**config.mk**
```make
export PLATFORM = sky130hd
export DESIGN_NAME = pe_switch_ctx_loader
export DESIGN_NICKNAME = d
export VERILOG_FILES = /design/src/rtl/pe_pkg.sv /design/src/rtl/pe_ctx_regfile.sv /design/src/rtl/pe_switch_ctx_loader.sv
export SDC_FILE = /design/constraint.sdc
export NUM_CORES = 1
export LEC_CHECK = 0
export ABC_AREA = 1
export CAP_MARGIN = 0
export CORE_MARGIN = 4
export CORE_UTILIZATION = 57
export DETAILED_ROUTE_END_ITERATION = 6
export DONT_BUFFER_PORTS = 1
export GPL_ROUTABILITY_DRIVEN = 0
export PLACE_DENSITY = 0.75
export RECOVER_POWER = 25
export SYNTH_ARGS = -nofsm -noshare
export SYNTH_HDL_FRONTEND = slang
export SYNTH_SLANG_ARGS = --single-unit
export TNS_END_PERCENT = 30
```
**constraint.sdc**
```tcl
create_clock -name clk -period 1.9 [get_ports clk]
set_input_delay 0.285 -clock clk [delete_from_list [all_inputs] [get_ports clk]]
set_output_delay 0.285 -clock clk [all_outputs]
set_load 0.03 [all_outputs]
```
**src/rtl/pe_pkg.sv**
```systemverilog
// Shared constants and types for the PE crossbar and its context sequencer.
package pe_pkg;

    localparam int SW_W    = 12;
    localparam int FIELD_W = 3;

    // Crossbar source selects; field values above SEL_LSU are illegal.
    localparam logic [FIELD_W-1:0] SEL_N   = 3'd0;
    localparam logic [FIELD_W-1:0] SEL_S   = 3'd1;
    localparam logic [FIELD_W-1:0] SEL_W   = 3'd2;
    localparam logic [FIELD_W-1:0] SEL_E   = 3'd3;
    localparam logic [FIELD_W-1:0] SEL_LSU = 3'd4;

    typedef enum logic {
        IDLE,
        RUN
    } state_t;

endpackage

```
**src/rtl/pe_ctx_regfile.sv**
```systemverilog
// Context register file: one synchronous write port, one combinational read
// port, asynchronously cleared.
module pe_ctx_regfile #(
    parameter int CTX_DEPTH = 8,
    parameter int CTX_AW    = 3,
    parameter int SW_W      = 12
) (
    input  logic              clk,
    input  logic              rst_n,
    input  logic              wr_en,
    input  logic [CTX_AW-1:0] wr_addr,
    input  logic [SW_W-1:0]   wr_data,
    input  logic [CTX_AW-1:0] rd_addr,
    output logic [SW_W-1:0]   rd_data
);

    logic [SW_W-1:0] mem [CTX_DEPTH];

    always_ff @(posedge clk or negedge rst_n) begin
        if (!rst_n) begin
            for (int i = 0; i < CTX_DEPTH; i++) begin
                mem[i] <= '0;
            end
        end else if (wr_en) begin
            mem[wr_addr] <= wr_data;
        end
    end

    assign rd_data = mem[rd_addr];

endmodule

```
**src/rtl/pe_switch_ctx_loader.sv**
```systemverilog
// Context sequencer driving the PE crossbar switch word: loads sanitized
// contexts over a valid/ready port and replays them cyclically on command.
module pe_switch_ctx_loader #(
    parameter int CTX_DEPTH = 8,
    parameter int CTX_AW    = 3,
    parameter int SW_W      = 12
) (
    input  logic              clk,
    input  logic              rst_n,
    input  logic              cfg_valid,
    output logic              cfg_ready,
    input  logic [CTX_AW-1:0] cfg_addr,
    input  logic [SW_W-1:0]   cfg_data,
    input  logic              cfg_last,
    input  logic              run_start,
    input  logic              run_stop,
    input  logic              run_stall,
    output logic [SW_W-1:0]   switch,
    output logic [CTX_AW-1:0] ctx_idx,
    output logic              busy,
    output logic              cfg_err
);

    import pe_pkg::*;

    state_t            state, next_state;
    logic [CTX_AW:0]   ctx_cnt;
    logic [CTX_AW-1:0] next_idx;
    logic [CTX_AW-1:0] rd_addr;
    logic [SW_W-1:0]   rd_data;
    logic [SW_W-1:0]   cfg_data_san;
    logic              field_bad;
    logic              wr_en;
    logic              do_load;
    logic              do_adv;
    logic              do_stop;

    // Illegal selects (5..7) are clamped to the LSU source.
    always_comb begin
        cfg_data_san = cfg_data;
        field_bad    = 1'b0;
        for (int f = 0; f < SW_W / FIELD_W; f++) begin
            if (cfg_data[f*FIELD_W +: FIELD_W] > SEL_LSU) begin
                cfg_data_san[f*FIELD_W +: FIELD_W] = SEL_LSU;
                field_bad = 1'b1;
            end
        end
    end

    assign wr_en    = cfg_valid && cfg_ready;
    assign next_idx = ({1'b0, ctx_idx} == ctx_cnt - 1'b1) ? '0 : ctx_idx + 1'b1;
    assign rd_addr  = (state == RUN) ? next_idx : '0;

    pe_ctx_regfile #(
        .CTX_DEPTH (CTX_DEPTH),
        .CTX_AW    (CTX_AW),
        .SW_W      (SW_W)
    ) u_regfile (
        .clk     (clk),
        .rst_n   (rst_n),
        .wr_en   (wr_en),
        .wr_addr (cfg_addr),
        .wr_data (cfg_data_san),
        .rd_addr (rd_addr),
        .rd_data (rd_data)
    );

    always_ff @(posedge clk or negedge rst_n) begin
        if (!rst_n) begin
            state <= IDLE;
        end else begin
            state <= next_state;
        end
    end

    always_comb begin
        next_state = state;
        cfg_ready  = 1'b0;
        do_load    = 1'b0;
        do_adv     = 1'b0;
        do_stop    = 1'b0;
        case (state)
            IDLE: begin
                cfg_ready = !run_start;
                if (run_start && ctx_cnt != '0) begin
                    next_state = RUN;
                    do_load    = 1'b1;
                end
            end
            RUN: begin
                // Stop beats both start and stall.
                if (run_stop) begin
                    next_state = IDLE;
                    do_stop    = 1'b1;
                end else if (!run_stall) begin
                    do_adv = 1'b1;
                end
            end
            default: next_state = IDLE;
        endcase
    end

    always_ff @(posedge clk or negedge rst_n) begin
        if (!rst_n) begin
            switch  <= '0;
            ctx_idx <= '0;
            busy    <= 1'b0;
            cfg_err <= 1'b0;
            ctx_cnt <= '0;
        end else begin
            if (do_load) begin
                switch  <= rd_data;
                ctx_idx <= '0;
                busy    <= 1'b1;
            end else if (do_adv) begin
                switch  <= rd_data;
                ctx_idx <= next_idx;
            end else if (do_stop) begin
                switch  <= '0;
                ctx_idx <= '0;
                busy    <= 1'b0;
            end
            if (wr_en && field_bad) begin
                cfg_err <= 1'b1;
            end
            if (wr_en && cfg_last) begin
                ctx_cnt <= {1'b0, cfg_addr} + 1'b1;
            end
        end
    end

endmodule

```
# --- Word-level counts from Yosys, hierarchy flattened ---
# Cells that the tools add are included.
classes:
  add_sub_neg: 3
  reduce_logical: 10
  bitwise_logic: 3
  n_mux: 35
  eq_ne: 2
  n_lt_le_gt_ge: 7
ops:
  columns: ["operator", "count"]
  rows:
  - ["$bwmux 96", 1]
  - ["$mux 12", 6]
  - ["$bmux 12 s3", 1]
  - ["$demux 12 s3", 1]
  - ["$mux 3", 9]
  - ["$mux 1", 16]
  - ["$gt 3x3->1 const B", 4]
  - ["$ge 4x4->1 const B", 2]
  - ["$not 3->4", 2]
  - ["$logic_and 1x1->1", 5]
  - ["$add 3x1->4 const B", 1]
  - ["$eq 3x4->1", 1]
  - ["$lt 4x1->1 const B", 1]
  - ["$reduce_bool 4->1", 1]
  - ["$sub 4x1->4 const B", 1]
  - ["$add 3x1->3 const B", 1]
  - ["$reduce_bool 3->1", 1]
  - ["$ne 2x2->1 const B", 1]
  - ["$pmux 1 s2", 1]
  - ["$reduce_and 2->1", 1]
  - ["$reduce_bool 2->1", 1]
  - ["$logic_not 1->1", 1]
  - ["$not 1->1", 1]
word_totals:
  output_inout_bits: 18
  reg_bits: 118
  word_cells: 74
  in_bits: 22

# --- Depth between registers and ports, before layout ---
# Gate-level depths: netlist of the first run.
logic_depth:
  depth_word: 10
  ltp_mapped: 16

# --- Hierarchy ---
# A second synthesis of the first run with hierarchy kept.
unflattened:
  cells_unflattened: 815
  hier_area_um2: 5984.5
modules_own_cells:
  columns: ["module", "n_inst", "cells_per_inst", "area_each_um2"]
  rows:
  - ["pe_ctx_regfile", 1, 653, 4722.0]
  - ["pe_switch_ctx_loader", 1, 162, 1262.5]

# --- Worst setup path before layout of the first run ---
# OpenSTA, ideal clock, no wires.
synth_timing:
  path_kind: "register -> register"
  start: "register ctx_cnt[0]"
  end: "register switch[11]"
  slack_ns: 0.002
  path_buffers: 2
  arrival_ns: 1.781
  path_stages_with_launch: 17
  required_time_ns: 1.783
  path_cell_list: "dfrtp_1 inv_1 ha_1 nand2_1 inv_1 nor2_1 nand3_1 inv_2 nand2_8 buf_12 buf_6 nand4_1 nand3_1 nand3_1 nand2_1 nand2_1 nand2_1"
synth_between:
  elab_chain_cells: 10
  word_cells_on_any_way: 15
synth_rtl:
  columns: ["item", "line_no", "text"]
  rows:
  - ["start, declared", "pe_switch_ctx_loader.sv:27", "logic [CTX_AW:0] ctx_cnt;"]
  - ["start signal, assigned", "pe_switch_ctx_loader.sv:127", "ctx_cnt <= {1'b0, cfg_addr} + 1'b1;"]
  - ["$sub 4x1->4", "pe_switch_ctx_loader.sv:51", "assign next_idx = ({1'b0, ctx_idx} == ctx_cnt - 1'b1) ? '0 : ctx_idx + 1'b1;"]
  - ["$eq 3x4->1", "pe_switch_ctx_loader.sv:51", null]
  - ["$mux 3", "pe_switch_ctx_loader.sv:51", null]
  - ["$mux 3", "pe_switch_ctx_loader.sv:52", "assign rd_addr = (state == RUN) ? next_idx : '0;"]
  - ["$not 3->4 (implied by the code)", "pe_ctx_regfile.sv:29", "assign rd_data = mem[rd_addr];"]
  - ["$bmux 12 s3", "pe_ctx_regfile.sv:29", null]
  - ["$mux 12 (implied by the code) (2 in a row)", "pe_ctx_regfile.sv:29", null]
  - ["$mux 12", "pe_switch_ctx_loader.sv:115", "end else if (do_adv) begin"]
  - ["$mux 12", "pe_switch_ctx_loader.sv:111", "if (do_load) begin"]
  - ["end signal, assigned", "pe_switch_ctx_loader.sv:112", "switch <= rd_data;"]
  - ["end signal, assigned", "pe_switch_ctx_loader.sv:116", "switch <= rd_data;"]
  - ["end, declared", "pe_switch_ctx_loader.sv:18", "output logic [SW_W-1:0] switch,"]
# Parallel ways exist; a longest one is shown, timed or not. The select of a mux whose other input is x is not followed.
# A chain may end at the register's enable or synchronous reset.

# --- Worst setup path after layout of the first run ---
layout_timing:
  start: "register ctx_cnt[1]"
  end: "register switch[0]"
# Same word-level chain as after synthesis.

==> flow_summary.toml, run 1 <==
[outcome]
outcome = "complete, but fails checks"
violations = "negative hold slack, negative setup slack"

[detailed_routing]
wl_um = 17600
detailedRoute.firstPassIterationCount = 6
dr.max_layer_used = "met4"
remaining_antenna_violation_count_after_routing = 0
drt_iter0_drc = 656
met2_wirelength_um = 8200
drcViolationCount = 0
routed_via_density = 5.89
routedLengthMet1_um = 7020
met3RoutedLength_um = 1820
detail_route.wl_per_cell_um = 18.8
vias = 5516

[critical_path]
reg2reg_depth = 16
timing.critical_path.cells = "inv_2 -> ha_4 -> nor2_1 -> nor2_2 -> nand3_2 -> buf_6 -> inv_8 -> nand2_8 -> nand2_8 -> clkbuf_16 -> nand2_2 -> nand3_2 -> nand3_2 -> nand2_2 -> nand2_1 -> nand2_1"
critPathMaxFanout = 7
critical_path.startpoint = "ctx_cnt[1]$_DFFE_PN0P_"
cp.arrival_ns = 2.51
crit_slowest_cell = "dfrtp_1"
worst_setup_path_end_kind = "register"
reg2reg_setup_slack_ns = -0.19
worst-endpoint-required_ns = 2.32
critical_r2r_launch = "ctx_cnt[1]$_DFFE_PN0P_"
setup.worst_path.start_class = "register"
critPathMaxStageDelay_ns = 0.39
worst_path_most_repeated_cell = "nand3_2"
rr_endpoint = "switch[0]$_DFFE_PN0P_"
worst-setup-path-type = "register to register"

[logic_synthesis]
async_flop_share = 1.00
synth_edf_count = 0
yosys_warnings = 0
synth_top_cells_by_area = "dfrtp_1, nand2_1, nand3_1"
synth_cell_types = 32
post_synth_instance_area_um2 = 5870
synth-seq-cells = 118
synthesis.instances = 736
synth_flop_cell = "dfrtp_1"
leading_cell_type_by_number_of_instances_after_synthesis = "nand2_1"
synthesis.area_per_instance_um2 = 7.97
ys_seq_area_frac = 0.503
number_of_nets_produced_by_synthesis = 762
synth_largest_area_cell = "dfrtp_1"
area_share_of_the_largest_cell_type_after_synthesis = 0.503
synth.top_cells.by_count = "nand2_1, dfrtp_1, nor2_1, nand3_1, inv_1"

[die]
die_h_um = 109
fp.dieW_um = 109
io_pins = 40
starting_utilization_of_the_core_area = 0.592
core-area_um2 = 9910
fp-row-count = 36
fp.dieArea_um2 = 12000

[sta]
max_transition_margin = 0.634
timing_worst_slew_pin_value_ns = 0.535
setup_viol_count_final = 12
timing_hold_violations_final = 118
layout_worst_path_cycle_share = 1.10
fin_tns_setup_ns = -1.86
timing.final.ws_setup_ns = -0.192
fin_crit_ns = 2.09
final.hold.worst_slack_ns = -0.547
timing.final.max_slew_violations = 0
grt_setup_unrepaired = "true"
final.setup_skew_ns = 0.00670
max_frequency_mhz = 478

[finish]
final_nets = 817
layout.core_utilization = 0.732
drive_above_1_share = 0.183
n_antenna_cell = 0
seq_area_um2 = 2950
synthesis_to_finish_area_growth_pct = 23.7
n_fill_cell = 747
area_occupied_by_multi_input_gates_um2 = 2570
layoutNonFillerInstCount = 937

[clocking]
cts_sinks = 118
clk_pin_slew_worst_paths_ns = 0.05
numCtsBuffers = 17
worst_skew_pair.late_latency_ns = 0.53
cts.root.buffer_cell = "clkbuf_8"
tritoncts = "built"
cts.path.max_buffers = 2
cts-hold-fix-buffers = 12
cts-htree-levels = 4

[global_route]
first_global_vias = 5410
grt_pass1_wl_um = 27700
grt_start_max_net_pins = 119
grt_overflow = 0
grt_antenna_before_repair = 0
grtUsageTotal = 0.309

[hold_path]
min_path_type = "input port to async pin"

[place]
pre_cts_slack_ns = -0.566
total_instance_count_after_detailed_placement = 880
hpwl_um = 11100
place.port_buffers = 0

[power]
ir_worst_vdd_uv = 923
p_leak_nw = 3.37
power_per_cell_area_nw_per_um2 = 1690

[flow_run]
max_cap_violations = 0
-- metrics by stage --
stage	total power [W]	instance area, um2	hold slack (ns)
after detailed placement	0.00811	6220	-0.00530
final	0.0123	7250	-0.547
after global routing	0.0129	7250	-0.565
after global placement	0.00796	6220	-0.00610
after floorplan	0.00688	5870	-0.0106
after CTS	0.0116	7050	-0.564
-- worst max path at each step --
stage,endpoint,slack [ns],cells after the start
2_1_floorplan,switch[11]$_DFFE_PN0P_,0.002,16
3_3_place_gp,switch[4]$_DFFE_PN0P_,-0.51,12
3_5_place_dp,switch[4]$_DFFE_PN0P_,-0.57,12
4_1_cts,switch[9]$_DFFE_PN0P_,-0.15,16
5_1_grt,switch[1]$_DFFE_PN0P_,-0.29,13
6_report,switch[0]$_DFFE_PN0P_,-0.19,16
-- cell families after synthesis --
group / Yosys count / synth area share
AND/OR/NAND/NOR: 419 / 0.325
flip-flops: 118 / 0.503
buffers and inverters: 107 / 0.0838
AO/OA/AOI/OAI: 86 / 0.0764
adder cells (fa/ha/maj): 4 / 0.00853
XOR/XNOR: 2 / 0.00299
-- metal layers --
layer | track usage | vias up
li1 | - | 2533
met2 | 0.461 | 296
met1 | 0.415 | 2636
met5 | 0 | -
met4 | 0.154 | 0
met3 | 0.0887 | 51
-- power by group --
part,leakage (nW),switching (W),internal (W)
sequential,1.52,0.000735,0.00334
combinational,1.57,0.00302,0.00207
clock,0.278,0.00106,0.00204
total,3.37,0.00482,0.00745
-- cell type report --
class	count	area share
clock buffers	30	0.0707
clock inverters	2	0.00828
inverters	68	0.0376
multi-input cells	514	0.355
flip-flops and latches	118	0.407
well taps	133	0.0229
repair buffers	72	0.0983
-- worst max-delay path: cells and delay by family (launching register included) --
family	cells	cell delay (ns)
adder cells (fa/ha/maj)	1	0.20
buffers and inverters	4	0.43
flip-flops	1	0.39
AND/OR/NAND/NOR	11	0.94
-- timing repair --
| action | 4_1_cts | 5_1_grt |
|---|---|---|
| resized for setup | 19 | 31 |
| gates cloned | 4 | 2 |
| hold endpoints to repair | 196 | 118 |
| pin swaps | 7 | 6 |
| setup endpoints to repair | 12 | 44 |
| buffers inserted | 1 | 6 |
-- cell usage in the layout, fill, tap and decap left out, types with 5 or more instances in the layout --
cell type / count
dfrtp_1: 117
buf_6: 6
o21ai_0: 30
nand4_1: 48
clkbuf_16: 18
dlygate4sd3_1: 12
clkbuf_1: 8
buf_4: 45
nand2_2: 5
inv_1: 49
nand2_1: 184
o21ai_1: 47
clkbuf_8: 6
nand3_1: 72
nand3_2: 7
inv_2: 14
nor2_1: 76
nor2_2: 16
-- sequential cells by signal, summed over array words and instances (netlist names) --
| name | count |
|---|---|
| busy | 1 |
| ctx_idx | 3 |
| ctx_cnt | 4 |
| u_regfile.mem | 96 |
| switch | 12 |
| state | 1 |
| cfg_err | 1 |
No activity file was read; power rests on OpenSTA's default activity.
==> run 2: changes to the inputs <==
Settings changed: CAP_MARGIN 0 to default, REMOVE_ABC_BUFFERS from default to 1.
==> run 2 against run 1 <==
Net effect: critical path type unchanged; total power is 5.2% higher; worst setup slack worse by 0.14 ns; design area is 1.4% higher; highest routed layer unchanged; largest power group unchanged; the run ends with design-rule violations, negative hold slack, negative setup slack left; clock power is 5% lower; global-route usage is 4.2 points higher.
==> flow_summary.toml, run 2 (synthesis results as in run 1) <==
[place]
pre_cts_slack_ns = -0.555
hpwl_um = 10500
place.port_buffers = 0
placed_area_um2 = 6140

[detailed_routing]
routed_via_density = 6.38
remaining_antenna_violation_count_after_routing = 0
drt_iter0_drc = 874
detail_route.wl_per_cell_um = 22.2
vias = 5951
drcViolationCount = 11
detailedRoute.firstPassIterationCount = 7
wl_um = 20700

[critical_path]
rr_endpoint = "switch[10]$_DFFE_PN0P_"
reg2reg_depth = 14
reg2reg_setup_slack_ns = -0.33
worst-setup-path-type = "register to register"
critical_r2r_launch = "ctx_cnt[0]$_DFFE_PN0P_"
cp.arrival_ns = 2.66
setup.worst_path.start_class = "register"
worst_setup_path_end_kind = "register"
worst-endpoint-required_ns = 2.33
critPathMaxFanout = 12

[clocking]
cts-hold-fix-buffers = 9
cts_sinks = 118
clk_pin_slew_worst_paths_ns = 0.06
cts.root.buffer_cell = "clkbuf_8"
cts-htree-levels = 4
worst_skew_pair.late_latency_ns = 0.54
numCtsBuffers = 17
cts.path.max_buffers = 2
tritoncts = "built"

[power]
sw_frac_of_total = 0.429
seq_power_share = 0.319
ir_worst_vdd_uv = 1110
power_per_cell_area_nw_per_um2 = 1760
p_comb_frac = 0.453
netSwitchingPower_w = 0.00554
power.share.clock = 0.227
report.power.total_w = 0.0129
p_leak_nw = 3.43
cellInternalPower_w = 0.00738

[global_route]
first_global_vias = 5902
grt_overflow = 0
grt_pass1_wl_um = 31200
grtUsageTotal = 0.351
grt_start_max_net_pins = 119
grt_antenna_before_repair = 0

[sta]
final.hold.worst_slack_ns = -0.565
final.setup_skew_ns = 0.0142
max_frequency_mhz = 448
timing.final.max_slew_violations = 0
fin_tns_setup_ns = -3.41
timing_hold_violations_final = 118
layout_worst_path_cycle_share = 1.18
fin_crit_ns = 2.23
timing.final.ws_setup_ns = -0.333
max_transition_margin = 0.647
timing_worst_slew_pin_value_ns = 0.529
setup_viol_count_final = 13
grt_setup_unrepaired = "true"

[finish]
drive_above_1_share = 0.216
synthesis_to_finish_area_growth_pct = 25.4
largest_reg_flops = 96
layout.cells.most_common = "nand2_1"
finalInstanceArea_um2 = 7350
layout.core_utilization = 0.742
reg_top3 = "u_regfile.mem: 96 flops, switch: 12 flops, ctx_cnt: 4 flops"
max_flop_register = "u_regfile.mem"
n_antenna_cell = 0
n_fill_cell = 640
final_nets = 814
layout.cells.most_common_list = "nand2_1, dfrtp_1, nor2_1"

[flow_run]
max_cap_violations = 0

[die]
core-area_um2 = 9910
io_pins = 40
die_h_um = 109
fp.dieW_um = 109
fp-row-count = 36
fp.dieArea_um2 = 12000
starting_utilization_of_the_core_area = 0.592

[hold_path]
min_path_type = "input port to async pin"

[outcome]
outcome = "complete, but fails checks"
violations = "design-rule violations, negative hold slack, negative setup slack"
==> run 2: repair_timing <==
item,4_1_cts,5_1_grt
setup endpoints to repair,13,25
buffers inserted,8,3
hold endpoints to repair,196,118
gates cloned,10,1
resized for setup,42,42
pin swaps,15,22
==> run 2: power by group through the flow <==
stage	Clock, W	Sequential (W)	Combinational (W)
4_1_cts	0.00290	0.00404	0.00527
6_report	0.00294	0.00412	0.00586
3_3_place_gp	0	0.00402	0.00381
2_1_floorplan	0	0.00405	0.00249
5_1_grt	0.00303	0.00419	0.00625
3_5_place_dp	0	0.00406	0.00394
==> run 2: worst max path at each step <==
| stage | slack (ns) | start | end |
|---|---|---|---|
| 5_1_grt | -0.56 | ctx_cnt[1]$_DFFE_PN0P_ | switch[10]$_DFFE_PN0P_ |
| 2_1_floorplan | -0.68 | state$_DFF_PN0_ | ctx_idx[0]$_DFFE_PN0P_ |
| 6_report | -0.33 | ctx_cnt[0]$_DFFE_PN0P_ | switch[10]$_DFFE_PN0P_ |
| 3_5_place_dp | -0.55 | ctx_cnt[0]$_DFFE_PN0P_ | switch[10]$_DFFE_PN0P_ |
| 4_1_cts | -0.21 | ctx_cnt[0]$_DFFE_PN0P_ | switch[1]$_DFFE_PN0P_ |
| 3_3_place_gp | -0.45 | ctx_cnt[0]$_DFFE_PN0P_ | switch[2]$_DFFE_PN0P_ |
==> run 2: final cells by class <==
cell class / count / area (um2) / share of cell area
clock buffer: 27 / 482 / 0.0655
clock inverter: 4 / 45.0 / 0.00612
inverter: 68 / 270 / 0.0367
multi-input combinational: 518 / 2780 / 0.378
sequential: 118 / 2950 / 0.402
tap: 133 / 166 / 0.0226
timing repair buffer: 65 / 658 / 0.0895
==> run 2: critical path, cell delays in order, from the launching register on <==
cell and delay (ns):
dfrtp_1 0.40, inv_2 0.09, ha_4 0.15, inv_2 0.05
nand2_1 0.11, nand3_2 0.10, nand3_2 0.11, buf_4 0.12
o21bai_4 0.09, nor2_4 0.40, nand3_1 0.19, nand3_1 0.15
nand2_1 0.06, nand2_1 0.05, nand2_1 0.04
==> run 2: per-stage QoR <==
stage                     hold slack [ns]  cells
after global placement           -0.00788    874
final                              -0.565    933
after CTS                          -0.565    932
after floorplan                   -0.0106    697
after global routing               -0.576    933
after detailed placement         -0.00778    874
==> run 2: layer usage <==
layer  vias up  track usage  part of all wire
li1       2548            -                 -
met1      2772        0.411              0.34
met2       498        0.550              0.45
met3       133        0.124              0.14
met4         0        0.220             0.065
met5         -            0                 0
==> run 3: changes to the inputs <==
Settings changed: PLACE_DENSITY 0.75 to 0.72.
Clock period 1.9 ns to 2.2 ns, I/O delays scaled along.
==> run 3 against run 2 <==
Net effect: via count shrank 5.7%; hold slack gained 0.055 ns; flip-flop and latch count is the same; clock power grew 1%; the flow still finishes with violations (design-rule violations, negative hold slack, negative setup slack); non-clock buffer count shrank 23.
==> flow_summary.toml, run 3 (synthesis results as in run 1) <==
[outcome]
outcome = "complete, but fails checks"
violations = "design-rule violations, negative hold slack, negative setup slack"

[place]
hpwl_um = 10000
total_instance_count_after_detailed_placement = 858
place.port_buffers = 0

[finish]
n_antenna_cell = 0
layout.core_utilization = 0.710
largest_reg_flops = 96
area_occupied_by_multi_input_gates_um2 = 2590
seq_area_um2 = 2950
max_flop_register = "u_regfile.mem"
layoutNonFillerInstCount = 913
drive_above_1_share = 0.151
reg_top3 = "u_regfile.mem: 96 flops, switch: 12 flops, ctx_cnt: 4 flops"
final_nets = 793
layout.cells.most_common = "nand2_1"
synthesis_to_finish_area_growth_pct = 20.0
n_fill_cell = 746
layout.cells.most_common_list = "nand2_1, dfrtp_1, nor2_1"

[critical_path]
worst_path_dominant_cell_family = "simple AND/OR/NAND/NOR gates"
critPathMaxStageDelay_ns = 0.40
worst_setup_path_end_kind = "register"
setup.worst_path.start_class = "register"
timing.critical_path.buf_inv = 5
crit_slowest_cell = "dfrtp_1"
timing.critical_path.cells = "inv_2 -> ha_4 -> nand2_1 -> inv_1 -> nor2_1 -> nand3_2 -> buf_6 -> clkinv_8 -> nand2_8 -> clkbuf_16 -> nand4_1 -> nand3_1 -> nand3_1 -> nand2_1 -> nand2_1 -> nand2_1"
worst_path_most_repeated_cell = "nand2_1"
worst-endpoint-required_ns = 2.62
critPathMaxFanout = 11
worst-setup-path-type = "register to register"
cp.arrival_ns = 2.66

[sta]
setup_viol_count_final = 1
timing.final.ws_setup_ns = -0.0415
fin_crit_ns = 2.24
layout_worst_path_cycle_share = 1.02
max_frequency_mhz = 446
fin_tns_setup_ns = -0.0415
timing_hold_violations_final = 118
final.hold.worst_slack_ns = -0.510
max_transition_margin = 0.492
timing.final.max_slew_violations = 0
final.setup_skew_ns = 0.00678
timing_worst_slew_pin_value_ns = 0.762

[clocking]
cts.root.buffer_cell = "clkbuf_8"
numCtsBuffers = 17
cts-hold-fix-buffers = 6
cts-htree-levels = 4
cts.path.max_buffers = 2
worst_skew_pair.late_latency_ns = 0.53
cts_sinks = 118
clk_pin_slew_worst_paths_ns = 0.06
tritoncts = "built"

[global_route]
grtUsageTotal = 0.294
grt_overflow = 0
first_global_vias = 5123
grt.busiest_layer = "met2"
met2_usage = 0.457
grt_pass1_wl_um = 26200
groute.layer.met3.usage = 0.0934
grt_start_max_net_pins = 119
globalRouteMet1Util = 0.380
grt_antenna_before_repair = 0

[detailed_routing]
wl_um = 19300
drcViolationCount = 2
drt_iter0_drc = 730
routed_via_density = 6.14
detailedRoute.firstPassIterationCount = 7
detail_route.wl_per_cell_um = 21.2
vias = 5609
remaining_antenna_violation_count_after_routing = 0

[hold_path]
min_path_type = "input port to async pin"

[die]
fp-row-count = 36
die_h_um = 109
fp.dieArea_um2 = 12000
core-area_um2 = 9910
starting_utilization_of_the_core_area = 0.592
io_pins = 40
fp.dieW_um = 109

[power]
ir_worst_vdd_uv = 1120
report.power.total_w = 0.0108
power_per_cell_area_nw_per_um2 = 1530
p_leak_nw = 3.26

[flow_run]
max_cap_violations = 0
## run 3: stage by stage
stage	setup WS (ns)	area, um2
6_report	-0.0415	7040
2_1_floorplan	-0.380	5630
3_3_place_gp	-0.229	6020
4_1_cts	0.0375	6720
3_5_place_dp	-0.259	6020
5_1_grt	-0.151	7040
## run 3: final cells by class
type / instances / area share
Sequential cell: 118 / 0.420
Clock inverter: 14 / 0.0293
Multi-Input combinational cell: 520 / 0.368
Clock buffer: 18 / 0.0608
Tap cell: 133 / 0.0236
Inverter: 68 / 0.0387
Timing Repair Buffer: 42 / 0.0599
## run 3: timing repair
action | in CTS | in global routing
endpoints found under the hold margin | 186 | 118
buffers inserted | 0 | 3
gates resized for setup | 1 | 23
cloned | 0 | 14
pin swaps | 0 | 11
setup endpoints to repair | 12 | 12
## run 3: path summary, 6_finish.rpt
kind	cells past startpoint	slack, ns	start	to
hold / removal	0	-0.51	rst_n	ctx_idx[2]$_DFFE_PN0P_
hold reg to reg	2	0.49	u_regfile.mem[90]$_DFFE_PN0P_	u_regfile.mem[90]$_DFFE_PN0P_
max in group asynchronous	0	2.51	rst_n	u_regfile.mem[17]$_DFFE_PN0P_
setup reg to reg	16	-0.04	ctx_cnt[0]$_DFFE_PN0P_	switch[8]$_DFFE_PN0P_
min in group clk	3	0.02	cfg_addr[2]	ctx_cnt[2]$_DFFE_PN0P_
setup / recovery	16	-0.04	ctx_cnt[0]$_DFFE_PN0P_	switch[8]$_DFFE_PN0P_
## run 3: layer usage
layer  vias up  wire length (um)
met5         -                 0
met4         0              1100
met3       103              2320
met2       372              8710
met1      2635              7190
li1       2499                 -
## run 3: where the power goes
part / internal (W) / total (W) / switching [W]
sequential: 0.00288 / 0.00353 / 0.000646
clock: 0.00197 / 0.00298 / 0.00101
combinational: 0.00147 / 0.00428 / 0.00281
